## src/rtl/obi_rr_arbiter.sv

```systemverilog
// obi_rr_arbiter
// Shares one OBI-style slave port between NUM_MASTERS masters. The arbiter
// selects a master either round-robin or by fixed priority. It holds the
// selection stable while the slave stalls the address phase, and it routes
// each in-order response back to the master that issued the request.
module obi_rr_arbiter #(
    parameter int NUM_MASTERS     = 3,
    parameter int ADDR_WIDTH      = 32,
    parameter int DATA_WIDTH      = 32,
    parameter int MAX_OUTSTANDING = 2,
    parameter int ARB_MODE        = 0
) (
    input  logic                                   clk_i,
    input  logic                                   rst_ni,
    input  logic [NUM_MASTERS-1:0]                 m_req_i,
    output logic [NUM_MASTERS-1:0]                 m_gnt_o,
    input  logic [NUM_MASTERS*ADDR_WIDTH-1:0]      m_addr_i,
    input  logic [NUM_MASTERS-1:0]                 m_we_i,
    input  logic [NUM_MASTERS*(DATA_WIDTH/8)-1:0]  m_be_i,
    input  logic [NUM_MASTERS*DATA_WIDTH-1:0]      m_wdata_i,
    output logic [NUM_MASTERS-1:0]                 m_rvalid_o,
    output logic [DATA_WIDTH-1:0]                  m_rdata_o,
    output logic                                   s_req_o,
    input  logic                                   s_gnt_i,
    output logic [ADDR_WIDTH-1:0]                  s_addr_o,
    output logic                                   s_we_o,
    output logic [DATA_WIDTH/8-1:0]                s_be_o,
    output logic [DATA_WIDTH-1:0]                  s_wdata_o,
    input  logic                                   s_rvalid_i,
    input  logic [DATA_WIDTH-1:0]                  s_rdata_i,
    output logic                                   err_o
);

    localparam int BE_W  = DATA_WIDTH / 8;
    localparam int IDX_W = (NUM_MASTERS > 1) ? $clog2(NUM_MASTERS) : 1;
    localparam int CNT_W = $clog2(MAX_OUTSTANDING + 1);
    localparam int PTR_W = (MAX_OUTSTANDING > 1) ? $clog2(MAX_OUTSTANDING) : 1;

    localparam logic [IDX_W-1:0] LAST_IDX  = IDX_W'(NUM_MASTERS - 1);
    localparam logic [PTR_W-1:0] LAST_SLOT = PTR_W'(MAX_OUTSTANDING - 1);
    localparam logic [CNT_W-1:0] MAX_CNT   = CNT_W'(MAX_OUTSTANDING);
    localparam logic [IDX_W:0]   NUM_EXT   = (IDX_W + 1)'(NUM_MASTERS);

    logic [IDX_W-1:0] ptr;
    logic             hold;
    logic [IDX_W-1:0] hold_idx;
    logic [IDX_W-1:0] sel;
    logic [IDX_W-1:0] cand;
    logic [IDX_W:0]   rot;
    logic             found;

    logic [IDX_W-1:0] route_mem [MAX_OUTSTANDING];
    logic [PTR_W-1:0] head;
    logic [PTR_W-1:0] tail;
    logic [CNT_W-1:0] count;
    logic             err_q;

    logic any_req;
    logic can_issue;
    logic push;
    logic pop;

    assign any_req   = |m_req_i;
    assign can_issue = (count < MAX_CNT) || s_rvalid_i;
    assign s_req_o   = (any_req || hold) && can_issue;
    assign push      = s_req_o && s_gnt_i;
    assign pop       = s_rvalid_i && (count != '0);
    assign m_rdata_o = s_rdata_i;
    assign err_o     = err_q;

    // Pick the master to present: a stalled request wins, otherwise round-robin from ptr or lowest index.
    always_comb begin
        sel   = '0;
        found = 1'b0;
        cand  = '0;
        rot   = '0;
        for (int i = 0; i < NUM_MASTERS; i++) begin
            if (ARB_MODE == 0) begin
                rot = {1'b0, ptr} + (IDX_W + 1)'(i);
                if (rot >= NUM_EXT) begin
                    rot = rot - NUM_EXT;
                end
                cand = rot[IDX_W-1:0];
            end else begin
                cand = IDX_W'(i);
            end
            if (!found && m_req_i[cand]) begin
                sel   = cand;
                found = 1'b1;
            end
        end
        if (hold) begin
            sel = hold_idx;
        end
    end

    // Mux the selected payload to the slave, and decode the grant and response route to one-hot.
    always_comb begin
        s_addr_o   = '0;
        s_we_o     = 1'b0;
        s_be_o     = '0;
        s_wdata_o  = '0;
        m_gnt_o    = '0;
        m_rvalid_o = '0;
        for (int k = 0; k < NUM_MASTERS; k++) begin
            if (sel == IDX_W'(k)) begin
                s_addr_o   = m_addr_i[k*ADDR_WIDTH +: ADDR_WIDTH];
                s_we_o     = m_we_i[k];
                s_be_o     = m_be_i[k*BE_W +: BE_W];
                s_wdata_o  = m_wdata_i[k*DATA_WIDTH +: DATA_WIDTH];
                m_gnt_o[k] = push;
            end
            if (route_mem[head] == IDX_W'(k)) begin
                m_rvalid_o[k] = pop;
            end
        end
    end

    // Advance the round-robin pointer on each handshake, and latch the selection while the slave stalls.
    always_ff @(posedge clk_i or negedge rst_ni) begin
        if (!rst_ni) begin
            ptr      <= '0;
            hold     <= 1'b0;
            hold_idx <= '0;
        end else begin
            if (push) begin
                hold <= 1'b0;
                if (ARB_MODE == 0) begin
                    ptr <= (sel == LAST_IDX) ? '0 : sel + 1'b1;
                end
            end else if (s_req_o) begin
                hold     <= 1'b1;
                hold_idx <= sel;
            end
        end
    end

    // In-order route FIFO: a handshake records who asked, and a response pops who gets it.
    always_ff @(posedge clk_i or negedge rst_ni) begin
        if (!rst_ni) begin
            head  <= '0;
            tail  <= '0;
            count <= '0;
            for (int j = 0; j < MAX_OUTSTANDING; j++) begin
                route_mem[j] <= '0;
            end
        end else begin
            if (push) begin
                route_mem[tail] <= sel;
                tail            <= (tail == LAST_SLOT) ? '0 : tail + 1'b1;
            end
            if (pop) begin
                head <= (head == LAST_SLOT) ? '0 : head + 1'b1;
            end
            case ({push, pop})
                2'b10:   count <= count + 1'b1;
                2'b01:   count <= count - 1'b1;
                default: count <= count;
            endcase
        end
    end

    // Sticky error when a response arrives that nobody is waiting for.
    always_ff @(posedge clk_i or negedge rst_ni) begin
        if (!rst_ni) begin
            err_q <= 1'b0;
        end else if (s_rvalid_i && (count == '0) && !push) begin
            err_q <= 1'b1;
        end
    end

endmodule

```

## config.mk

```make
export PLATFORM = sky130hd
export DESIGN_NAME = obi_rr_arbiter
export DESIGN_NICKNAME = d
export VERILOG_FILES = /design/src/rtl/obi_rr_arbiter.sv
export SDC_FILE = /design/constraint.sdc
export NUM_CORES = 1
export LEC_CHECK = 0
export ABC_CLOCK_PERIOD_IN_PS = 4500
export CAP_MARGIN = 20
export CORE_AREA = 4 4 135 137
export DETAILED_ROUTE_END_ITERATION = 10
export DIE_AREA = 0 0 139 141
export SYNTH_ARGS = -nofsm -noshare
export SYNTH_HDL_FRONTEND = slang
export SYNTH_SLANG_ARGS = --single-unit
```

## constraint.sdc

```tcl
create_clock -name clk_i -period 4.5 [get_ports clk_i]
set_clock_uncertainty 0.05 [all_clocks]
set_input_delay 1.35 -clock clk_i [delete_from_list [all_inputs] [get_ports clk_i]]
set_output_delay 1.35 -clock clk_i [all_outputs]
set_load 0.01 [all_outputs]
```

==> out/summary.txt <==
FP Rows: 48
Starting density of the core: 0.153
Crit end category: output port
# DRC: 0
Synth Register Bits: 14
I/O Buffers: 290
Via/cell ratio: 4.29
Minimum clock period: 4.57 ns
Crit path launch type: input pin
Post-route setup slack: -0.0691 ns
CTS tree: done
Failing checks: setup timing
Leak: 2.56 nW
Fin. max-slew vios: 0
Routed Antenna Nets: 0
Clock power frac: 0.037
Crit Path Category: in2out
Core ar.: 17,100 µm²
Switching part of the total power: 0.446
Sequential group share of total power: 0.055
Post-synthesis cell count: 283
Worst VDD drop: 0.328 mV
CP required: 3.10 ns
Most common cell after layout, fill and taps aside: clkdlybuf4s50_1
Layout Nets: 825
Die H: 141 µm
Clk pin slew, worst setup/hold paths: 0.05 ns
Filler cells: 1,683
Worst-Skew Late Latency: 0.24 ns
Sequential-to-total area share from yosys stat: 0.134
Share of layout cells above drive strength 1: 0.357
Initial antenna violation count: 0
Setup violators final: 18
RePlAce Congestion: 0.911
Yosys warning count: 0
Netlist cell types: 40
PwrDens: 696 nW/µm²
Hold Crit Class: reg2reg
Cts hold-fix bufs: 0
Max Fclk: 0.219 GHz
Clock sinks: 14
Global-route wire length before repair: 22,900 µm
Vias: 3,427
Switching pwr: 2.00 mW
Aggregate routed wire length: 15,500 µm
RSZ-0062 raised after global routing: true
Total power: 4.48 mW
CP startpoint: m_req_i[0]
Crit path max fanout: 8
H-tree Lvls: 1
All-layer global routing usage: 0.146
Worst R2R Start: ptr[0]
Critical hold path startpoint: err_o
Crit path DAT: 3.17 ns
Clock Tree Buf Depth: 2
Internal power: 2.48 mW
Syn_nets: 534
Max Cap Viol: 0
Hold Fails Final Rpt: 0
Vias in the first global route: 3,871
Drt first pass iters: 4
Max-slew headroom: 0.552
Layout area overhead: 147%
DRT iter0 DRCs: 89
Worst Tran Pin Value: 0.669 ns
Period Utilization, post-route: 1.02
Top Ports: 355
Root buf cell: clkbuf_16
Post-Synthesis Cell Area: 2610 µm²
Total grt overflow: 0
Outcome: finished with violations
Gate power share: 0.909
FF-to-FF setup slack: 1.91 ns
DP HPWL: 12,000 µm
CTS buffer count: 3
Setup TNS: -0.360 ns
Largest net degree at the start of global routing: 38
Post-synthesis average cell area: 9.22 µm²
WL per Instance: 19.4 µm
Die Width: 139 µm
DIE AREA: 19,600 µm²
Commonest non-fill, non-tap cells in the layout: clkdlybuf4s50_1 (215), buf_2 (62), mux2i_1 (45), o2bb2ai_1 (39), buf_4 (26)
==> registers in the layout, summed over array words and instances (netlist names) <==
| signal | cells |
|---|---|
| route_mem | 4 |
| count | 2 |
| head | 1 |
| ptr | 2 |
| hold | 1 |
| hold_idx | 2 |
| tail | 1 |
| err_o | 1 |
==> worst max-delay path, stage by stage <==
cell and delay [ns]:
buf_8 0.11, mux2i_4 0.16, o221ai_2 0.14, buf_4 0.16
a21oi_4 0.11, o221a_4 0.30, buf_8 0.17, buf_16 0.16
mux2i_4 0.28, o2bb2ai_2 0.08, buf_2 0.14
==> timing repair <==
item                       CTS  global route
gates cloned                10             0
pin swaps                    8            26
setup endpoints to repair   73            72
setup buffers               21             0
resized for setup          400            42
hold endpoints to repair     0             0
==> cells in the mapped netlist, drive strengths merged <==
master | number | area, µm²
dfrtp | 14 | 350
a21oi | 4 | 23.8
nor4 | 1 | 6.26
o221a | 1 | 11.3
a2111o | 1 | 11.3
ha | 5 | 62.6
xnor2 | 4 | 35.0
nor2 | 8 | 30.0
xor2 | 1 | 8.76
buf | 50 | 409
o21ai | 3 | 15.0
mux2i | 73 | 731
a32oi | 1 | 8.76
o32a | 1 | 10.0
o32ai | 1 | 8.76
o21a | 1 | 7.51
nand2b | 1 | 6.26
inv | 8 | 30.0
and3 | 1 | 6.26
o211ai | 2 | 15.0
nor3 | 2 | 15.0
o2bb2ai | 69 | 604
mux2 | 6 | 67.6
o221ai | 1 | 8.76
clkbuf | 8 | 30.0
nor3b | 1 | 12.5
nand2 | 7 | 26.3
o22a | 1 | 8.76
a31o | 1 | 8.76
a21o | 2 | 15.0
nand3b | 1 | 7.51
nand3 | 1 | 5.00
nor2b | 2 | 12.5
==> power by group through the flow <==
stage          combinational [mW]  clock [mW]  sequential [mW]
6_report                     4.07       0.164            0.245
5_1_grt                      4.34       0.173            0.256
4_1_cts                      4.05       0.166            0.245
3_5_place_dp                 3.40           0            0.246
3_3_place_gp                 3.35           0            0.241
2_1_floorplan                1.78           0            0.224
==> worst paths after layout <==
| path | to | cells after the start |
|---|---|---|
| hold reg to reg | err_o | 1 |
| min in group asynchronous | err_o | 1 |
| max in group asynchronous | ptr[1] | 1 |
| hold / removal | err_o | 1 |
| setup reg to reg | ptr[0] | 11 |
| setup / recovery | s_wdata_o[10] | 11 |
==> final cells by class <==
cell class	count	area [µm²]	share of cell area
Sequential cell	14	350	0.0544
Antenna cell	1	2.50	0.000389
Multi-Input combinational cell	203	2330	0.362
Tap cell	225	282	0.0437
Timing Repair Buffer	344	3370	0.523
Clock buffer	3	75.1	0.0117
Inverter	8	30.0	0.00466
==> metal layers <==
layer	routed length, µm	share of wire	global-route usage
met3	1130	0.073	0.0309
met1	5760	0.37	0.163
met4	180	0.012	0.0227
met2	8440	0.54	0.289
met5	0	0	0
==> logic make-up after synthesis <==
| group | share of synthesized area |
|---|---|
| and+or+nand+nor | 0.0489 |
| adders and majority gates | 0.0240 |
| muxes | 0.306 |
| AOI/OAI and AO/OA | 0.290 |
| xor gates and xnor gates | 0.0168 |
| buffers and inverters | 0.180 |
| DFF | 0.134 |
==> metrics by stage <==
stage | worst slack [ns] | util | cell area (µm²) | hold WS, ns | std cells
6_report | -0.0691 | 0.377 | 6440 | 0.425 | 798
5_1_grt | -0.130 | 0.377 | 6430 | 0.453 | 797
4_1_cts | -0.0908 | 0.370 | 6320 | 0.427 | 801
3_5_place_dp | -0.924 | 0.332 | 5660 | 0.407 | 769
3_3_place_gp | -0.858 | 0.332 | 5660 | 0.410 | 769
2_1_floorplan | 0.393 | - | 2610 | 0.419 | 283
(Power assumes the default switching activity.)
